`src/rtl/sand_cell_diag_if.sv`:
```
// Bundles the scheduler handshake and frame-buffer RAM port of the sand
// cell engine. The engine side uses the slave modport, its environment
// (scheduler plus RAM) uses the master modport.
//
// Handshake: ready_i is a request strobe sampled only while the engine is
// idle, and base_address_i/col_i/row_i are captured in the same cycle.
// ready_i is ignored while busy_o is high. Every accepted request ends with
// exactly one done_o pulse, and moved_o is high in that cycle only when the
// cell moved. wr_ena_o qualifies write_address_o/write_data_o, which read
// zero otherwise. pixel_state_i is the RAM data for read_address_o. That
// register serves as the RAM's address register, so its data is usable in
// the following state.
interface sand_cell_diag_if #(
  parameter int ACTIVE_COLUMNS = 640,
  parameter int ACTIVE_ROWS    = 480,
  parameter int ADDR_WIDTH     = $clog2(ACTIVE_COLUMNS * ACTIVE_ROWS),
  parameter int COL_WIDTH      = $clog2(ACTIVE_COLUMNS),
  parameter int ROW_WIDTH      = $clog2(ACTIVE_ROWS),
  parameter int DATA_WIDTH     = 2
);
  logic                  ready_i;
  logic [ADDR_WIDTH-1:0] base_address_i;
  logic [COL_WIDTH-1:0]  col_i;
  logic [ROW_WIDTH-1:0]  row_i;
  logic [DATA_WIDTH-1:0] pixel_state_i;
  logic [ADDR_WIDTH-1:0] read_address_o;
  logic [ADDR_WIDTH-1:0] write_address_o;
  logic [DATA_WIDTH-1:0] write_data_o;
  logic                  wr_ena_o;
  logic                  busy_o;
  logic                  moved_o;
  logic                  done_o;
  logic [2:0]            state_dbg;

  modport slave (
    input  ready_i, base_address_i, col_i, row_i, pixel_state_i,
    output read_address_o, write_address_o, write_data_o, wr_ena_o,
           busy_o, moved_o, done_o, state_dbg
  );

  modport master (
    output ready_i, base_address_i, col_i, row_i, pixel_state_i,
    input  read_address_o, write_address_o, write_data_o, wr_ena_o,
           busy_o, moved_o, done_o, state_dbg
  );
endinterface

```
`src/rtl/sand_cell_diag.sv`:
```
// Falling-sand per-cell update engine. It reads one cell and, if it is sand,
// moves it straight down, else diagonally down (alternating left/right
// preference per request), else leaves it in place. The state is visible
// on bus.state_dbg.
module sand_cell_diag #(
  parameter int ACTIVE_COLUMNS = 640,
  parameter int ACTIVE_ROWS    = 480,
  parameter int ADDR_WIDTH     = $clog2(ACTIVE_COLUMNS * ACTIVE_ROWS),
  parameter int COL_WIDTH      = $clog2(ACTIVE_COLUMNS),
  parameter int ROW_WIDTH      = $clog2(ACTIVE_ROWS),
  parameter int DATA_WIDTH     = 2,
  parameter int EMPTY_CODE     = 0,
  parameter int SAND_CODE      = 1
) (
  input  logic              clk_i,
  input  logic              reset_ni,
  sand_cell_diag_if.slave   bus
);

  localparam logic [ADDR_WIDTH-1:0] COLS_A   = ADDR_WIDTH'(ACTIVE_COLUMNS);
  localparam logic [ADDR_WIDTH-1:0] ONE_A    = ADDR_WIDTH'(1);
  localparam logic [COL_WIDTH-1:0]  LAST_COL = COL_WIDTH'(ACTIVE_COLUMNS - 1);
  localparam logic [ROW_WIDTH-1:0]  LAST_ROW = ROW_WIDTH'(ACTIVE_ROWS - 1);
  localparam logic [DATA_WIDTH-1:0] EMPTY_D  = DATA_WIDTH'(EMPTY_CODE);
  localparam logic [DATA_WIDTH-1:0] SAND_D   = DATA_WIDTH'(SAND_CODE);

  typedef enum logic [2:0] {
    IDLE         = 3'd0,
    CHECK_SELF   = 3'd1,
    CHECK_DOWN   = 3'd2,
    CHECK_DIAG_A = 3'd3,
    CHECK_DIAG_B = 3'd4,
    WRITE_DEST   = 3'd5,
    CLEAR_SRC    = 3'd6
  } state_t;

  state_t                state, state_next;
  logic [ADDR_WIDTH-1:0] base_q, rd_addr, rd_addr_next;
  logic [ADDR_WIDTH-1:0] dest, dest_next, diag_b, diag_b_next;
  logic                  diag_b_ok, diag_b_ok_next;
  logic [COL_WIDTH-1:0]  col_q;
  logic [ROW_WIDTH-1:0]  row_q;
  logic                  dir_q;
  logic                  load_req;
  logic                  done, moved, wr_ena;
  logic [ADDR_WIDTH-1:0] wr_addr;
  logic [DATA_WIDTH-1:0] wr_data;

  // Diagonal candidates. Edge columns drop the side that would wrap into
  // the neighbouring row. dir_q picks which side is tried first.
  logic                  left_ok, right_ok, first_ok, second_ok;
  logic [ADDR_WIDTH-1:0] left_addr, right_addr, first_addr, second_addr;

  assign left_ok     = (col_q != '0);
  assign right_ok    = (col_q != LAST_COL);
  assign left_addr   = base_q + COLS_A - ONE_A;
  assign right_addr  = base_q + COLS_A + ONE_A;
  assign first_ok    = left_ok | right_ok;
  assign second_ok   = left_ok & right_ok;
  assign first_addr  = (dir_q == 1'b0) ? (left_ok ? left_addr : right_addr)
                                       : (right_ok ? right_addr : left_addr);
  assign second_addr = (dir_q == 1'b0) ? right_addr : left_addr;

  // Next-state and output decode.
  always_comb begin
    state_next     = state;
    rd_addr_next   = rd_addr;
    dest_next      = dest;
    diag_b_next    = diag_b;
    diag_b_ok_next = diag_b_ok;
    load_req       = 1'b0;
    done           = 1'b0;
    moved          = 1'b0;
    wr_ena         = 1'b0;
    wr_addr        = '0;
    wr_data        = '0;
    case (state)
      IDLE: begin
        if (bus.ready_i) begin
          load_req     = 1'b1;
          rd_addr_next = bus.base_address_i;
          state_next   = CHECK_SELF;
        end
      end
      CHECK_SELF: begin
        if (bus.pixel_state_i != SAND_D || row_q == LAST_ROW) begin
          done       = 1'b1;
          state_next = IDLE;
        end else begin
          rd_addr_next = base_q + COLS_A;
          state_next   = CHECK_DOWN;
        end
      end
      CHECK_DOWN: begin
        if (bus.pixel_state_i == EMPTY_D) begin
          dest_next  = rd_addr;
          state_next = WRITE_DEST;
        end else if (first_ok) begin
          rd_addr_next   = first_addr;
          diag_b_next    = second_addr;
          diag_b_ok_next = second_ok;
          state_next     = CHECK_DIAG_A;
        end else begin
          done       = 1'b1;
          state_next = IDLE;
        end
      end
      CHECK_DIAG_A: begin
        if (bus.pixel_state_i == EMPTY_D) begin
          dest_next  = rd_addr;
          state_next = WRITE_DEST;
        end else if (diag_b_ok) begin
          rd_addr_next = diag_b;
          state_next   = CHECK_DIAG_B;
        end else begin
          done       = 1'b1;
          state_next = IDLE;
        end
      end
      CHECK_DIAG_B: begin
        if (bus.pixel_state_i == EMPTY_D) begin
          dest_next  = rd_addr;
          state_next = WRITE_DEST;
        end else begin
          done       = 1'b1;
          state_next = IDLE;
        end
      end
      WRITE_DEST: begin
        wr_ena     = 1'b1;
        wr_addr    = dest;
        wr_data    = SAND_D;
        state_next = CLEAR_SRC;
      end
      CLEAR_SRC: begin
        wr_ena     = 1'b1;
        wr_addr    = base_q;
        wr_data    = EMPTY_D;
        done       = 1'b1;
        moved      = 1'b1;
        state_next = IDLE;
      end
      default: state_next = IDLE;
    endcase
  end

  // State, captured request and address registers; preference flips per done.
  always_ff @(posedge clk_i or negedge reset_ni) begin
    if (!reset_ni) begin
      state     <= IDLE;
      base_q    <= '0;
      col_q     <= '0;
      row_q     <= '0;
      rd_addr   <= '0;
      dest      <= '0;
      diag_b    <= '0;
      diag_b_ok <= 1'b0;
      dir_q     <= 1'b0;
    end else begin
      state     <= state_next;
      rd_addr   <= rd_addr_next;
      dest      <= dest_next;
      diag_b    <= diag_b_next;
      diag_b_ok <= diag_b_ok_next;
      if (load_req) begin
        base_q <= bus.base_address_i;
        col_q  <= bus.col_i;
        row_q  <= bus.row_i;
      end
      if (done) begin
        dir_q <= ~dir_q;
      end
    end
  end

  assign bus.read_address_o  = rd_addr;
  assign bus.write_address_o = wr_addr;
  assign bus.write_data_o    = wr_data;
  assign bus.wr_ena_o        = wr_ena;
  assign bus.busy_o          = (state != IDLE);
  assign bus.moved_o         = moved;
  assign bus.done_o          = done;
  assign bus.state_dbg       = state;

endmodule

```
`src/flat_wrapper.sv`:
```
// flat-port wrapper written by rule: the top's interface ports become plain ports
module sand_cell_diag_flat 
#(
  parameter int ACTIVE_COLUMNS = 640,
  parameter int ACTIVE_ROWS    = 480,
  parameter int ADDR_WIDTH     = $clog2(ACTIVE_COLUMNS * ACTIVE_ROWS),
  parameter int COL_WIDTH      = $clog2(ACTIVE_COLUMNS),
  parameter int ROW_WIDTH      = $clog2(ACTIVE_ROWS),
  parameter int DATA_WIDTH     = 2,
  parameter int EMPTY_CODE     = 0,
  parameter int SAND_CODE      = 1
)
  (clk_i, reset_ni, bus_ready_i, bus_base_address_i, bus_col_i, bus_row_i, bus_pixel_state_i, bus_read_address_o, bus_write_address_o, bus_write_data_o, bus_wr_ena_o, bus_busy_o, bus_moved_o, bus_done_o, bus_state_dbg);
  sand_cell_diag_if #(.ACTIVE_COLUMNS(ACTIVE_COLUMNS), .ACTIVE_ROWS(ACTIVE_ROWS), .ADDR_WIDTH(ADDR_WIDTH), .COL_WIDTH(COL_WIDTH), .ROW_WIDTH(ROW_WIDTH), .DATA_WIDTH(DATA_WIDTH)) bus_i ();
  input  logic clk_i;
  input  logic reset_ni;
  input wire logic [$bits(bus_i.ready_i)-1:0] bus_ready_i;
  input wire logic [$bits(bus_i.base_address_i)-1:0] bus_base_address_i;
  input wire logic [$bits(bus_i.col_i)-1:0] bus_col_i;
  input wire logic [$bits(bus_i.row_i)-1:0] bus_row_i;
  input wire logic [$bits(bus_i.pixel_state_i)-1:0] bus_pixel_state_i;
  output wire logic [$bits(bus_i.read_address_o)-1:0] bus_read_address_o;
  output wire logic [$bits(bus_i.write_address_o)-1:0] bus_write_address_o;
  output wire logic [$bits(bus_i.write_data_o)-1:0] bus_write_data_o;
  output wire logic [$bits(bus_i.wr_ena_o)-1:0] bus_wr_ena_o;
  output wire logic [$bits(bus_i.busy_o)-1:0] bus_busy_o;
  output wire logic [$bits(bus_i.moved_o)-1:0] bus_moved_o;
  output wire logic [$bits(bus_i.done_o)-1:0] bus_done_o;
  output wire logic [$bits(bus_i.state_dbg)-1:0] bus_state_dbg;
  assign bus_i.ready_i = bus_ready_i;
  assign bus_i.base_address_i = bus_base_address_i;
  assign bus_i.col_i = bus_col_i;
  assign bus_i.row_i = bus_row_i;
  assign bus_i.pixel_state_i = bus_pixel_state_i;
  assign bus_read_address_o = bus_i.read_address_o;
  assign bus_write_address_o = bus_i.write_address_o;
  assign bus_write_data_o = bus_i.write_data_o;
  assign bus_wr_ena_o = bus_i.wr_ena_o;
  assign bus_busy_o = bus_i.busy_o;
  assign bus_moved_o = bus_i.moved_o;
  assign bus_done_o = bus_i.done_o;
  assign bus_state_dbg = bus_i.state_dbg;
  sand_cell_diag #(.ACTIVE_COLUMNS(ACTIVE_COLUMNS), .ACTIVE_ROWS(ACTIVE_ROWS), .ADDR_WIDTH(ADDR_WIDTH), .COL_WIDTH(COL_WIDTH), .ROW_WIDTH(ROW_WIDTH), .DATA_WIDTH(DATA_WIDTH), .EMPTY_CODE(EMPTY_CODE), .SAND_CODE(SAND_CODE)) u_core (.clk_i(clk_i), .reset_ni(reset_ni), .bus(bus_i));
endmodule
```
`config.mk`:
```
export PLATFORM = sky130hd
export DESIGN_NAME = sand_cell_diag_flat
export DESIGN_NICKNAME = d
export VERILOG_FILES = /design/src/rtl/sand_cell_diag_if.sv /design/src/rtl/sand_cell_diag.sv /design/src/flat_wrapper.sv
export SDC_FILE = /design/constraint.sdc
export NUM_CORES = 1
export LEC_CHECK = 0
export ABC_AREA = 1
export CAP_MARGIN = 20
export CORE_MARGIN = 2
export CORE_UTILIZATION = 45
export CTS_CLUSTER_DIAMETER = 200
export DETAILED_ROUTE_END_ITERATION = 10
export PLACE_DENSITY = 0.74
export SYNTH_ARGS = -nofsm -noshare
export SYNTH_HDL_FRONTEND = slang
export SYNTH_SLANG_ARGS = --single-unit
```
`constraint.sdc`:
```
create_clock -name clk_i -period 2.7 [get_ports clk_i]
set_input_delay 0.81 -clock clk_i [delete_from_list [all_inputs] [get_ports clk_i]]
set_output_delay 0.81 -clock clk_i [all_outputs]
set_load 0.02 [all_outputs]
```
## Word level (Yosys, flattened, before mapping)

Index checks and enable logic that the tools add are counted.

| operators by class | value |
|---|---|
| add/sub/neg operators | 3 |
| $mul | 0 |
| div/mod/pow operators | 0 |
| $lt $le $gt $ge | 0 |
| equal/unequal tests | 15 |
| shifts and indexed selects | 0 |
| multiplexer cells | 32 |
| bitwise logic cells | 4 |
| reductions and logical operators | 11 |

Operator list:

| cell | number |
|---|---|
| 19-bit two-way mux | 10 |
| 19-bit one-hot mux with 4 select lines | 1 |
| 19-bit one-hot mux with 2 select lines | 1 |
| 19-bit by 1-bit adder with 19-bit output (second input constant) | 1 |
| 19-bit by 10-bit adder with 19-bit output (second input constant) | 1 |
| 19-bit by 1-bit subtractor with 19-bit output (second input constant) | 1 |
| 3-bit one-hot mux with 6 select lines | 1 |
| 3-bit two-way mux | 5 |
| 1-bit two-way mux | 11 |
| 10-bit != test (second input constant) | 1 |
| 10-bit nonzero test | 1 |
| 3-bit == test (second input constant) | 3 |
| 9-bit == test (second input constant) | 1 |
| 2-bit != test (second input constant) | 4 |
| 7-bit AND reduction | 1 |
| 3-bit by 2-bit == test with 1-bit output (second input constant) | 2 |
| 2-bit by 1-bit != test with 1-bit output (second input constant) | 3 |
| 1-bit one-hot mux with 5 select lines | 1 |
| 2-bit two-way mux | 2 |
| 4-bit nonzero test | 1 |
| 3-bit by 1-bit == test with 1-bit output (second input constant) | 1 |
| 3-bit zero test | 1 |
| 3-bit AND reduction | 1 |
| 3-bit nonzero test | 1 |
| other kinds (8) | 9 |

| word-level totals | value |
|---|---|
| flip-flop bits (word level) | 100 |
| bits in latches | 0 |
| memory bits (writable) | 0 |
| bits in read-only memories | 0 |
| bits of input ports | 43 |
| output and inout bits | 47 |
| logic and storage cells | 74 |
| memories kept | 0 |

## Depth between registers and ports, before layout

| depth | value |
|---|---|
| word-level depth | 7 |
| gate-level depth with buffers | 17 |
| gate-level depth less buffers | 17 |

## Worst setup path before layout

Ideal clock, no wire load.

| timing path | value |
|---|---|
| path kind | reg-to-output |
| from | register u_core.state[2], in the netlist u_core.bus.state_dbg[2] |
| to | output port bus_write_address_o[10] |
| arrival time | 1.967 ns |
| data required time | 1.890 ns |
| setup slack | -0.077 ns |
| cell stages (with the launch flop) | 6 |
| buffers on the path | 1 |
| cells stage by stage | dfrtp_1 > inv_2 > nor3_2 > inv_1 > clkbuf_1 > o21ai_0 |

| on the way | value |
|---|---|
| longest elaborated chain between the ends | 2 |
| elaborated cells between the ends (all ways) | 3 |
| those cells by class | eq/ne (2); mux (1) |

Ends and longest elaborated chain:

| element | RTL line | RTL |
|---|---|---|
| start: declaration | sand_cell_diag.sv:37 | `state_t state, state_next;` |
| start signal: assignment | sand_cell_diag.sv:160 | `state <= state_next;` |
| 3-bit == test | sand_cell_diag.sv:77 | `case (state)` |
| 19-bit one-hot mux with 2 select lines (*) | sand_cell_diag.sv:77 |  |
| end: declaration | flat_wrapper.sv:23 | `output wire logic [$bits(bus_i.write_address_o)-1:0] bus_write_address_o;` |

Mark *: on every way between the ends. The rest lies on a longest branch, timed or not.

## Worst setup path after layout

| timing path | value |
|---|---|
| from | register u_core.state[0], in the netlist u_core.bus.state_dbg[0] |
| to | output port bus_wr_ena_o |

| on the way | value |
|---|---|
| longest elaborated chain between the ends | 3 |
| elaborated cells between the ends (all ways) | 4 |
| those cells by class | eq/ne (2); mux (1); reduce/logical (1) |

Ends and longest elaborated chain:

| element | RTL line | RTL |
|---|---|---|
| 3-bit == test | sand_cell_diag.sv:77 |  |
| 2-bit OR reduction (no line) (*) | n/a |  |
| 1-bit two-way mux (*) | sand_cell_diag.sv:77 |  |
| end: declaration | flat_wrapper.sv:25 | `output wire logic [$bits(bus_i.wr_ena_o)-1:0] bus_wr_ena_o;` |

Marked as above.

==> impl_metrics.tcl <==
set metrics [dict create \
    crit_chain "inv_1 -> nor3_2 -> buf_12 -> inv_1 -> nand2_1 -> clkdlybuf4s15_1" \
    row_count 43 \
    hold_buffers 0 \
    synth.mux.area_fraction_pct 5.744 \
    syn_to_final_growth_pct 24.01 \
    grtUsageTotal_pct 24.51 \
    relSlewSlack_pct 60.48 \
    netlist_instances 830 \
    synthTopCellsByArea "dfrtp_1, nand2_1, mux2_2, o21ai_0, inv_1" \
    synth_compound_gate_area_share_pct 13.18 \
    pre_cts_ws_ns -0.4043 \
    grt_overflow 0 \
    dpl.hpwl_mm 12.59 \
    maxSlewViolCount 0 \
    grt_pass1_vias 5725 \
    synthAdderAreaFrac_pct 0.7978 \
    critPathBufInv 4 \
    htreeDepth 3 \
    cts.sinks 100 \
    skew_ns 0.009412 \
    die_w_um 122.1 \
    synthXorXnorAreaFrac_pct 2.792 \
    crit_path_top_delay_cell "dfrtp_1" \
    yosysSeqAreaShare_pct 39.89 \
    setup_viol 0 \
    status "finished clean" \
    clkTransAtPathRegs_ns 0.08 \
    synth-edff-count 0 \
    antennaDiodeCount 0 \
    utilization_pct 56.49 \
    cts_tree "yes" \
    drt_iter0_drc 437 \
    yosys.area_share.simple_pct 29.24 \
    critical-path-top-delay-family "buffers and inverters" \
    holdWs_ns 0.3592 \
    synth-async-reset-ratio_pct 100.0 \
    p_leak_nw 3.743 \
    worst_slack_ns 0.09613 \
    dieArea_um2 14900 \
    drtAntennaViolNets 0 \
    cts-root-buf "clkbuf_16" \
    timing.fmax_ghz 0.3840 \
    wl_per_cell_um 15.58 \
    r2r_slack_ns 0.25 \
    synth.largest_area_cell "dfrtp_1" \
    reg2reg_from "u_core.base_q[0]" \
    synthDominantCellAreaShare_pct 39.89 \
    syn_area_per_cell_um2 7.558 \
    rsz0062_at_grt "false" \
    vias_per_cell 5.322 \
    post-route-cell-area_um2 7780 \
    rr_endpoint "u_core.bus.read_address_o[18]" \
    criticalPathCategory "flip-flop to primary output" \
    finalHoldViolations 0 \
    core-area_um2 13770 \
    yosys_warnings 0 \
    startpoint_type "flip-flop" \
    synth_top_family_by_area "simple AND/OR/NAND/NOR gates" \
    io_buffer_count 88 \
    routed_wirelength_mm 17.31 \
    routabilityCongestion 0.9358 \
    period_needed_ns 2.604 \
    synth_nets 877 \
    vias 5913 \
    synthFlopType "dfrtp_1" \
    fin_crit_sh_pct 96.44 \
    irDropWorstVdd_v 0.0006927 \
    grt_max_degree 43 \
    worstMarginPinSlew_ns 0.5922 \
    drc 0 \
    p_per_area_nw_per_um2 1257 \
    clock_latency_ns 0.37 \
    cap_viol_max_count 0 \
    synth_area_um2 6274 \
    die_h_um 122.1 \
    path_common_cell "inv_1" \
    multiInputGateArea_um2 3272 \
    yosysUniqueCellTypes 44 \
    seq_area_um2 2504 \
    start_util_pct 45.55 \
    critPathMaxStageDelay_ns 0.43 \
    reg2regPathDepth 15 \
    layout.nets 973 \
    drive_above_1_share_pct 16.11 \
    cts_buffer_depth 2 \
    dr.pass1.iters 5 \
    place_area_um2 7502 \
    cp.required_ns 1.89 \
    pin_count 90 \
    critPathArrivalTime_ns 1.79 \
    critPathMaxFanout 21 \
    cp-end-kind "primary output" \
    grt_pass1_wl_mm 28.35 \
    hp-class "primary input to asynchronous set/reset pin" \
    cts_made_buffers 9 \
    fillers 1314 \
    antenna_found_initial 0 \
    ys_seq_elements 100 \
]
layout by cell type, fill, tap and decap left out, types with 4 or more instances in the layout:
| master | instances |
|---|---|
| nand2_1 | 240 |
| nor2_1 | 46 |
| buf_2 | 7 |
| a221oi_1 | 7 |
| o211ai_1 | 22 |
| nand4_1 | 15 |
| nand3_1 | 53 |
| buf_12 | 5 |
| nand3_2 | 5 |
| mux2_2 | 32 |
| clkbuf_16 | 9 |
| nor2_4 | 4 |
| inv_1 | 85 |
| nand2_2 | 13 |
| clkbuf_2 | 10 |
| xor2_1 | 18 |
| inv_2 | 7 |
| nor2_2 | 6 |
| clkdlybuf4s50_1 | 61 |
| a21oi_1 | 38 |
| ha_1 | 4 |
| dfrtp_1 | 99 |
| o21ai_0 | 65 |
| buf_4 | 28 |
metrics by stage:
step	TNS, ns	cells	total power, W
3_3_place_gp	-6.300	1092	0.008265
5_1_grt	0	1111	0.01053
3_5_place_dp	-6.899	1092	0.008373
6_report	0	1111	0.009778
2_1_floorplan	-0.6930	830	0.006483
4_1_cts	-0.03290	1110	0.009770
Yosys cell counts, drive strengths merged, types with 17 or more instances:
| master | count |
|---|---|
| nand2 | 256 |
| buf | 18 |
| a21oi | 39 |
| nand3 | 58 |
| dfrtp | 100 |
| clkbuf | 17 |
| xor2 | 18 |
| inv | 93 |
| mux2 | 32 |
| o211ai | 22 |
| o21ai | 68 |
| nor2 | 57 |
power by group:
group,total (W),internal (W),switching (W)
combinational,0.00556,0.00208,0.00348
clock,0.00140,0.000744,0.000651
sequential,0.00282,0.00225,0.000574
worst register-to-register path, cell delays in order, from the launching register on:
cell	delay (ns)
dfrtp_1	0.47
inv_1	0.19
ha_1	0.23
nand3_1	0.14
inv_1	0.11
nand2_1	0.13
nor2_2	0.16
nand3_2	0.13
nor2_4	0.17
nand2_1	0.07
nand2_1	0.08
nand3_1	0.07
nand3_1	0.09
nand2_1	0.10
nand2_1	0.13
nand2_1	0.08
timing repair:
item | CTS | global route
resized for setup | 60 | 37
setup buffers | 2 | 0
endpoints found under the setup margin | 22 | 21
hold endpoints to repair | 0 | 0
pin swaps | 0 | 1
cell families (layout without fill, tap and decap cells):
family / count (synthesis) / after routing
muxes: 32 / 32
other: 1 / 1
buffers and inverters: 129 / 230
and+or+nand+nor: 400 / 400
DFF: 100 / 100
xor gates and xnor gates: 20 / 20
adders and majority gates: 4 / 4
AOI/OAI and AO/OA: 144 / 144
sequential cells by signal (all words and copies together), names as in the netlist:
signal	flops
u_core.bus.read_address_o	19
u_core.dir_q	1
u_core.row_q	9
u_core.bus.state_dbg	3
u_core.col_q	10
u_core.dest	19
u_core.diag_b_ok	1
u_core.base_q	19
u_core.diag_b	19
final cells by class:
cell class,count,area share (%)
clock buffers,9,2.895
clock inverters,7,1.174
inverters,94,4.583
multi-input cells,601,42.06
flip-flops and latches,100,32.18
well taps,180,2.895
repair buffers,120,14.22
per-layer routing:
metal	global-route usage [%]	wire, µm
met5	0	0
met4	8.764	347
met3	4.354	885
met2	41.20	8402
met1	31.74	7674
how the worst max path moves through the flow:
stage	startpoint	endpoint	slack, ns	cells past startpoint
6_report	u_core.bus.state_dbg[0]	bus_wr_ena_o	0.1	6
3_3_place_gp	bus_pixel_state_i[1]	bus_done_o	-0.40	5
4_1_cts	bus_pixel_state_i[1]	bus_done_o	-0.03	5
5_1_grt	u_core.bus.state_dbg[1]	bus_write_address_o[18]	0.02	6
3_5_place_dp	bus_pixel_state_i[1]	bus_done_o	-0.40	5
2_1_floorplan	u_core.bus.state_dbg[2]	bus_write_address_o[10]	-0.08	5
No activity file was read; power rests on OpenSTA's default activity.
